==> src/rtl/bbox_scan_unit.sv <==
// Scans N_VERT signed fixed-point vertices into screen-clamped integer pixel bounds.
// Define BBOX_TILE_ALIGN_EN to widen non-empty bounds outward to 2^TILE_LOG2 tile edges.
module bbox_scan_unit #(
  parameter int N_VERT    = 3,
  parameter int COORD_W   = 16,
  parameter int FRAC_W    = 4,
  parameter int SCREEN_W  = 256,
  parameter int SCREEN_H  = 256,
  parameter int TILE_LOG2 = 3,
  localparam int IDX_W = $clog2((SCREEN_W > SCREEN_H) ? SCREEN_W : SCREEN_H)
) (
  input  logic                        clk,
  input  logic                        rst,
  input  logic                        in_valid,
  output logic                        in_ready,
  input  logic [N_VERT*2*COORD_W-1:0] in_vertices,
  output logic                        out_valid,
  input  logic                        out_ready,
  output logic [IDX_W-1:0]            x_min,
  output logic [IDX_W-1:0]            x_max,
  output logic [IDX_W-1:0]            y_min,
  output logic [IDX_W-1:0]            y_max,
  output logic                        out_empty,
  output logic                        busy
);

  localparam int VW    = N_VERT * 2 * COORD_W;
  localparam int CNT_W = $clog2(N_VERT + 1);
  localparam logic [CNT_W-1:0] LAST_IDX = CNT_W'(N_VERT - 1);
  localparam logic signed [COORD_W-1:0] POS_MAX = {1'b0, {(COORD_W-1){1'b1}}};
  localparam logic signed [COORD_W-1:0] NEG_MAX = {1'b1, {(COORD_W-1){1'b0}}};

  typedef enum logic [1:0] {IDLE, SCAN, CLAMP, DONE} state_t;

  state_t                     state_q;
  logic [VW-1:0]              vert_q;
  logic [CNT_W-1:0]           cnt_q;
  logic signed [COORD_W-1:0]  xMin_q, xMax_q, yMin_q, yMax_q;
  logic [IDX_W-1:0]           xLo_q, xHi_q, yLo_q, yHi_q;
  logic                       empty_q, outValid_q, inReady_q, busy_q;

  logic signed [COORD_W-1:0]  curX, curY;
  logic signed [COORD_W-1:0]  ixMinS, ixMaxS, iyMinS, iyMaxS;
  logic [IDX_W-1:0]           xLo_d, xHi_d, yLo_d, yHi_d;
  logic                       empty_d;
  int                         ixMin, ixMax, iyMin, iyMax;
  int                         cxMin, cxMax, cyMin, cyMax;

  // The vertex register shifts left each SCAN cycle, so the current vertex is always in the MSBs.
  assign curX = vert_q[VW-1 -: COORD_W];
  assign curY = vert_q[VW-COORD_W-1 -: COORD_W];

  function automatic int clampInt(input int v, input int hi);
    if (v < 0)       return 0;
    else if (v > hi) return hi;
    else             return v;
  endfunction

`ifdef BBOX_TILE_ALIGN_EN
  localparam int TILE_MASK = (1 << TILE_LOG2) - 1;
`else
  logic unusedTile;
  assign unusedTile = (TILE_LOG2 != 0);
`endif

  // Arithmetic shift floors every bound, so negative fractions round toward -inf.
  always_comb begin
    ixMinS = xMin_q >>> FRAC_W;
    ixMaxS = xMax_q >>> FRAC_W;
    iyMinS = yMin_q >>> FRAC_W;
    iyMaxS = yMax_q >>> FRAC_W;
    ixMin  = int'(ixMinS);
    ixMax  = int'(ixMaxS);
    iyMin  = int'(iyMinS);
    iyMax  = int'(iyMaxS);
    empty_d = (ixMax < 0) || (ixMin > SCREEN_W - 1) ||
              (iyMax < 0) || (iyMin > SCREEN_H - 1);
    cxMin = clampInt(ixMin, SCREEN_W - 1);
    cxMax = clampInt(ixMax, SCREEN_W - 1);
    cyMin = clampInt(iyMin, SCREEN_H - 1);
    cyMax = clampInt(iyMax, SCREEN_H - 1);
`ifdef BBOX_TILE_ALIGN_EN
    cxMin = cxMin & ~TILE_MASK;
    cyMin = cyMin & ~TILE_MASK;
    cxMax = clampInt(cxMax | TILE_MASK, SCREEN_W - 1);
    cyMax = clampInt(cyMax | TILE_MASK, SCREEN_H - 1);
`endif
    if (empty_d) begin
      cxMin = 0;
      cxMax = 0;
      cyMin = 0;
      cyMax = 0;
    end
    xLo_d = IDX_W'(cxMin);
    xHi_d = IDX_W'(cxMax);
    yLo_d = IDX_W'(cyMin);
    yHi_d = IDX_W'(cyMax);
  end

  always_ff @(posedge clk) begin
    if (rst) begin
      state_q    <= IDLE;
      vert_q     <= '0;
      cnt_q      <= '0;
      xMin_q     <= '0;
      xMax_q     <= '0;
      yMin_q     <= '0;
      yMax_q     <= '0;
      xLo_q      <= '0;
      xHi_q      <= '0;
      yLo_q      <= '0;
      yHi_q      <= '0;
      empty_q    <= 1'b0;
      outValid_q <= 1'b0;
      inReady_q  <= 1'b1;
      busy_q     <= 1'b0;
    end else begin
      case (state_q)
        IDLE: begin
          if (in_valid) begin
            vert_q    <= in_vertices;
            xMin_q    <= POS_MAX;
            yMin_q    <= POS_MAX;
            xMax_q    <= NEG_MAX;
            yMax_q    <= NEG_MAX;
            cnt_q     <= '0;
            inReady_q <= 1'b0;
            busy_q    <= 1'b1;
            state_q   <= SCAN;
          end
        end
        SCAN: begin
          if (curX < xMin_q) xMin_q <= curX;
          if (curX > xMax_q) xMax_q <= curX;
          if (curY < yMin_q) yMin_q <= curY;
          if (curY > yMax_q) yMax_q <= curY;
          vert_q <= vert_q << (2 * COORD_W);
          cnt_q  <= cnt_q + CNT_W'(1);
          if (cnt_q == LAST_IDX) state_q <= CLAMP;
        end
        CLAMP: begin
          xLo_q      <= xLo_d;
          xHi_q      <= xHi_d;
          yLo_q      <= yLo_d;
          yHi_q      <= yHi_d;
          empty_q    <= empty_d;
          outValid_q <= 1'b1;
          state_q    <= DONE;
        end
        DONE: begin
          if (out_ready) begin
            outValid_q <= 1'b0;
            inReady_q  <= 1'b1;
            busy_q     <= 1'b0;
            state_q    <= IDLE;
          end
        end
        default: state_q <= IDLE;
      endcase
    end
  end

  assign in_ready  = inReady_q;
  assign out_valid = outValid_q;
  assign busy      = busy_q;
  assign out_empty = empty_q;
  assign x_min     = xLo_q;
  assign x_max     = xHi_q;
  assign y_min     = yLo_q;
  assign y_max     = yHi_q;

endmodule
==> config.mk <==
export PLATFORM = sky130hd
export DESIGN_NAME = bbox_scan_unit
export DESIGN_NICKNAME = d
export VERILOG_FILES = /design/src/rtl/bbox_scan_unit.sv
export SDC_FILE = /design/constraint.sdc
export NUM_CORES = 1
export LEC_CHECK = 0
export CAP_MARGIN = 20
export CORE_AREA = 10 10 169 171
export CTS_CLUSTER_DIAMETER = 80
export DETAILED_ROUTE_END_ITERATION = 8
export DIE_AREA = 0 0 179 181
export PLACE_DENSITY = 0.65
export SLEW_MARGIN = 20
export SYNTH_ARGS = -nofsm -noshare
export SYNTH_HDL_FRONTEND = slang
export SYNTH_SLANG_ARGS = --single-unit
==> constraint.sdc <==
create_clock -name clk -period 2.77 [get_ports clk]
set_input_delay 0.554 -clock clk [delete_from_list [all_inputs] [get_ports clk]]
set_output_delay 0.554 -clock clk [all_outputs]
set_load 0.03 [all_outputs]
==> flow_summary_export.csv <==
group,metric,value,unit
run_status,status,"finished clean",
synthesis,yosys.area.top_type,"dfxtp_1",
setup_path,r2r-end,"yMax_q[15]",
clocking,cts_sinks,200,
placed_design,io_buffers,135,
setup_path,r2r_start,"state_q[0]",
hold_path,hold_path_depth,2,
layout,layout-drive-gt1-share,7.46,%
synthesis,synthDistinctLibCells,53,
timing,timing.final.crit_share,85.1,%
global_routing,grt_pass1_vias,8065,
synthesis,ys_ff_latch,200,
global_routing,overflow,0,
clocking,clk_latency,0.44,ns
timing,slew_headroom,48.8,%
layout,antenna_cells,0,
placed_design,gp_congestion,0.841,
synthesis,synth_ff_type,"dfxtp_1",
pwr,seqPwrFrac,31.0,%
setup_path,path_max_fanout,16,
timing,maxSlewViolCount,0,
floorplanning,die_x,179,µm
timing,rsz0062_at_grt,"no",
placed_design,postPlaceCellArea,11600,µm²
placed_design,dp_slack,0.272,ns
global_routing,grt_max_degree,84,
pwr,p_int,8.46,mW
clocking,cts.path.max_buffers,2,
pwr,p_sw,6.40,mW
layout,areaGrowthSynthToFinish,22.4,%
synthesis,yosysSeqAreaShare,40.2,%
global_routing,antenna_found_initial,0,
clocking,root_buffer,"clkbuf_16",
synthesis,netlist_area,9970,µm²
timing,hold_viol_final,0,
clocking,cts_inserted_buffers,17,
floorplanning,core_area,25000,µm²
placed_design,dp_hpwl,18.1,mm
hold_path,holdCritPathClass,"reg2reg",
clocking,cts_resized,0,
setup_path,worstSetupStartpointType,"flop",
pwr,ir_drop,0.000602,V
clocking,post_cts_buffers,0,
floorplanning,io_pins,136,
floorplanning,initial_core_util,39.8,%
timing,finalWorstSetupSlack,0.412,ns
synthesis,synth-edff-count,0,
flow_run,maxCapViolCount,0,
drt,routed_wl,25.0,mm
drt,viasPerCell,5.26,
synthesis,synth_cells,1132,
timing,fin_skew,0.0125,ns
synthesis,ys_top_cells_by_count,"dfxtp_1, nor2_1, mux2i_1",
layout,finalNetCount,1401,
drt,drc,0,
synthesis,syn_area_per_cell,8.81,µm²
floorplanning,die_h,181,µm
setup_path,reg2regPathDepth,6,
drt,wl_per_cell,15.9,µm
layout,finalInstanceArea,12200,µm²
drt,vias,8290,
synthesis,ys_top_cells_by_area,"dfxtp_1, mux2i_1, ha_1, a211oi_1, nor2_1",
floorplanning,die_area,32400,µm²
synthesis,async_flop_share,0,%
drt,drt_first_iter_violations,394,
synthesis,synth_top_area_share,40.2,%
clocking,cts_tree,"yes",
clocking,hold_buffers,0,
pwr,powerDensity,1220,nW/µm²
setup_path,end_kind,"flop",
global_routing,grt_pass1_wl,41.6,mm
floorplanning,rows,58,
timing,tightest_slew,0.768,ns
pwr,power.share.clock,17.6,%
pwr,leakage,4.59,nW
clocking,clkTransAtPathRegs,0.07,ns
setup_path,critPathRequiredTime,3.09,ns
setup_path,path_class,"reg2reg",
synthesis,synth_most_common_cell,"dfxtp_1",
hold_path,hp-start,"yMax_q[1]",
timing,finalSetupTns,0,ns
pwr,switching_share,43.1,%
clocking,htree_levels,4,
pwr,combPwrFrac,51.4,%
setup_path,worstPathArrival,2.68,ns
timing,max_freq,424,MHz
global_routing,track_usage,15.4,%
setup_path,r2r_slack,0.41,ns
timing,setup_violations,0,
drt,drtPass1Iterations,4,
synthesis,yosysWarningCount,0,
drt,ant_nets,0,
timing,post-route-min-period,2.36,ns
hold_path,min_to,"yMax_q[1]",
synthesis,synth_fp_nets,1300,
## worst max-delay path, stage by stage, from the launching register on
cell and delay, ns:
dfxtp_1 0.46, inv_1 0.12, ha_1 0.30, o21ai_0 0.60, nor2_1 0.08, mux2_4 0.42, o31a_1 0.27
## registers in the layout (all words and copies together), names as in the netlist
register   count
cnt_q          2
xMin_q        16
yMin_q        16
y_max          8
state_q        2
xMax_q        16
x_max          8
out_empty      1
vert_q        96
yMax_q        16
x_min          8
in_ready       1
y_min          8
out_valid      1
busy           1
## layer usage
metal	vias to the layer above	wire (µm)	GRT usage [%]
met1	3823	12700	21.5
li1	4279	-	-
met5	-	0	0
met3	8	1790	5.17
met4	0	164	3.70
met2	180	10400	22.2
## through the flow
| step | hold WS, ns | instances | utilization, % | power (mW) |
|---|---|---|---|---|
| after floorplan | 0.435 | 1132 | - | 10.5 |
| after global placement | 0.442 | 1544 | 46.3 | 12.1 |
| after detailed placement | 0.456 | 1544 | 46.3 | 12.3 |
| after CTS | 0.466 | 1576 | 48.7 | 15.0 |
| after global routing | 0.482 | 1576 | 48.7 | 16.1 |
| final | 0.461 | 1576 | 48.7 | 14.9 |
## cell families after synthesis
kind of cell               after synthesis  share of synthesized area [%]
muxes                                   98                           10.0
adders and majority gates               68                           8.53
buffers and inverters                  153                           6.61
DFF                                    200                           40.2
and+or+nand+nor                        291                           12.8
AOI/OAI and AO/OA                      322                           21.8
## how the worst max path moves through the flow
stage,slack [ns],from,endpoint,cells after the start
finish,0.41,state_q[0],yMax_q[15],6
global route,0.18,state_q[0],vert_q[73],6
CTS,0.38,state_q[0],yMax_q[15],6
detailed placement,0.27,in_valid,vert_q[33],6
global placement,0.35,in_valid,xMin_q[7],8
floorplan,0.63,xMax_q[15],xMax_q[10],8
## power by group through the flow
stage                     Sequential (mW)  Combinational (mW)  Clock (mW)
after global routing                 4.73                8.61        2.78
after floorplan                      4.44                6.07           0
final                                4.60                7.64        2.62
after detailed placement             4.66                7.67           0
after CTS                            4.60                7.70        2.66
after global placement               4.63                7.51           0
## cells in the final DEF, fill, tap and decap left out, types with 29 or more instances in the layout
master and count:
clkdlybuf4s50_1 134, o221ai_1 30, a21oi_1 89, mux2i_1 96, nand2_1 92, ha_1 67
nor2_1 127, o22ai_1 32, a211oi_1 68, inv_1 71, dfxtp_1 200, o211ai_1 33
nand2b_1 29
## final cells by class
class,count,area (µm²)
Inverter,72,270
Fill cell,2421,12800
Multi-Input combinational cell,779,5330
Timing Repair Buffer,163,1570
Tap cell,330,413
Sequential cell,200,4000
Clock buffer,20,467
Clock inverter,12,150
No activity file was read; power rests on OpenSTA's default activity.
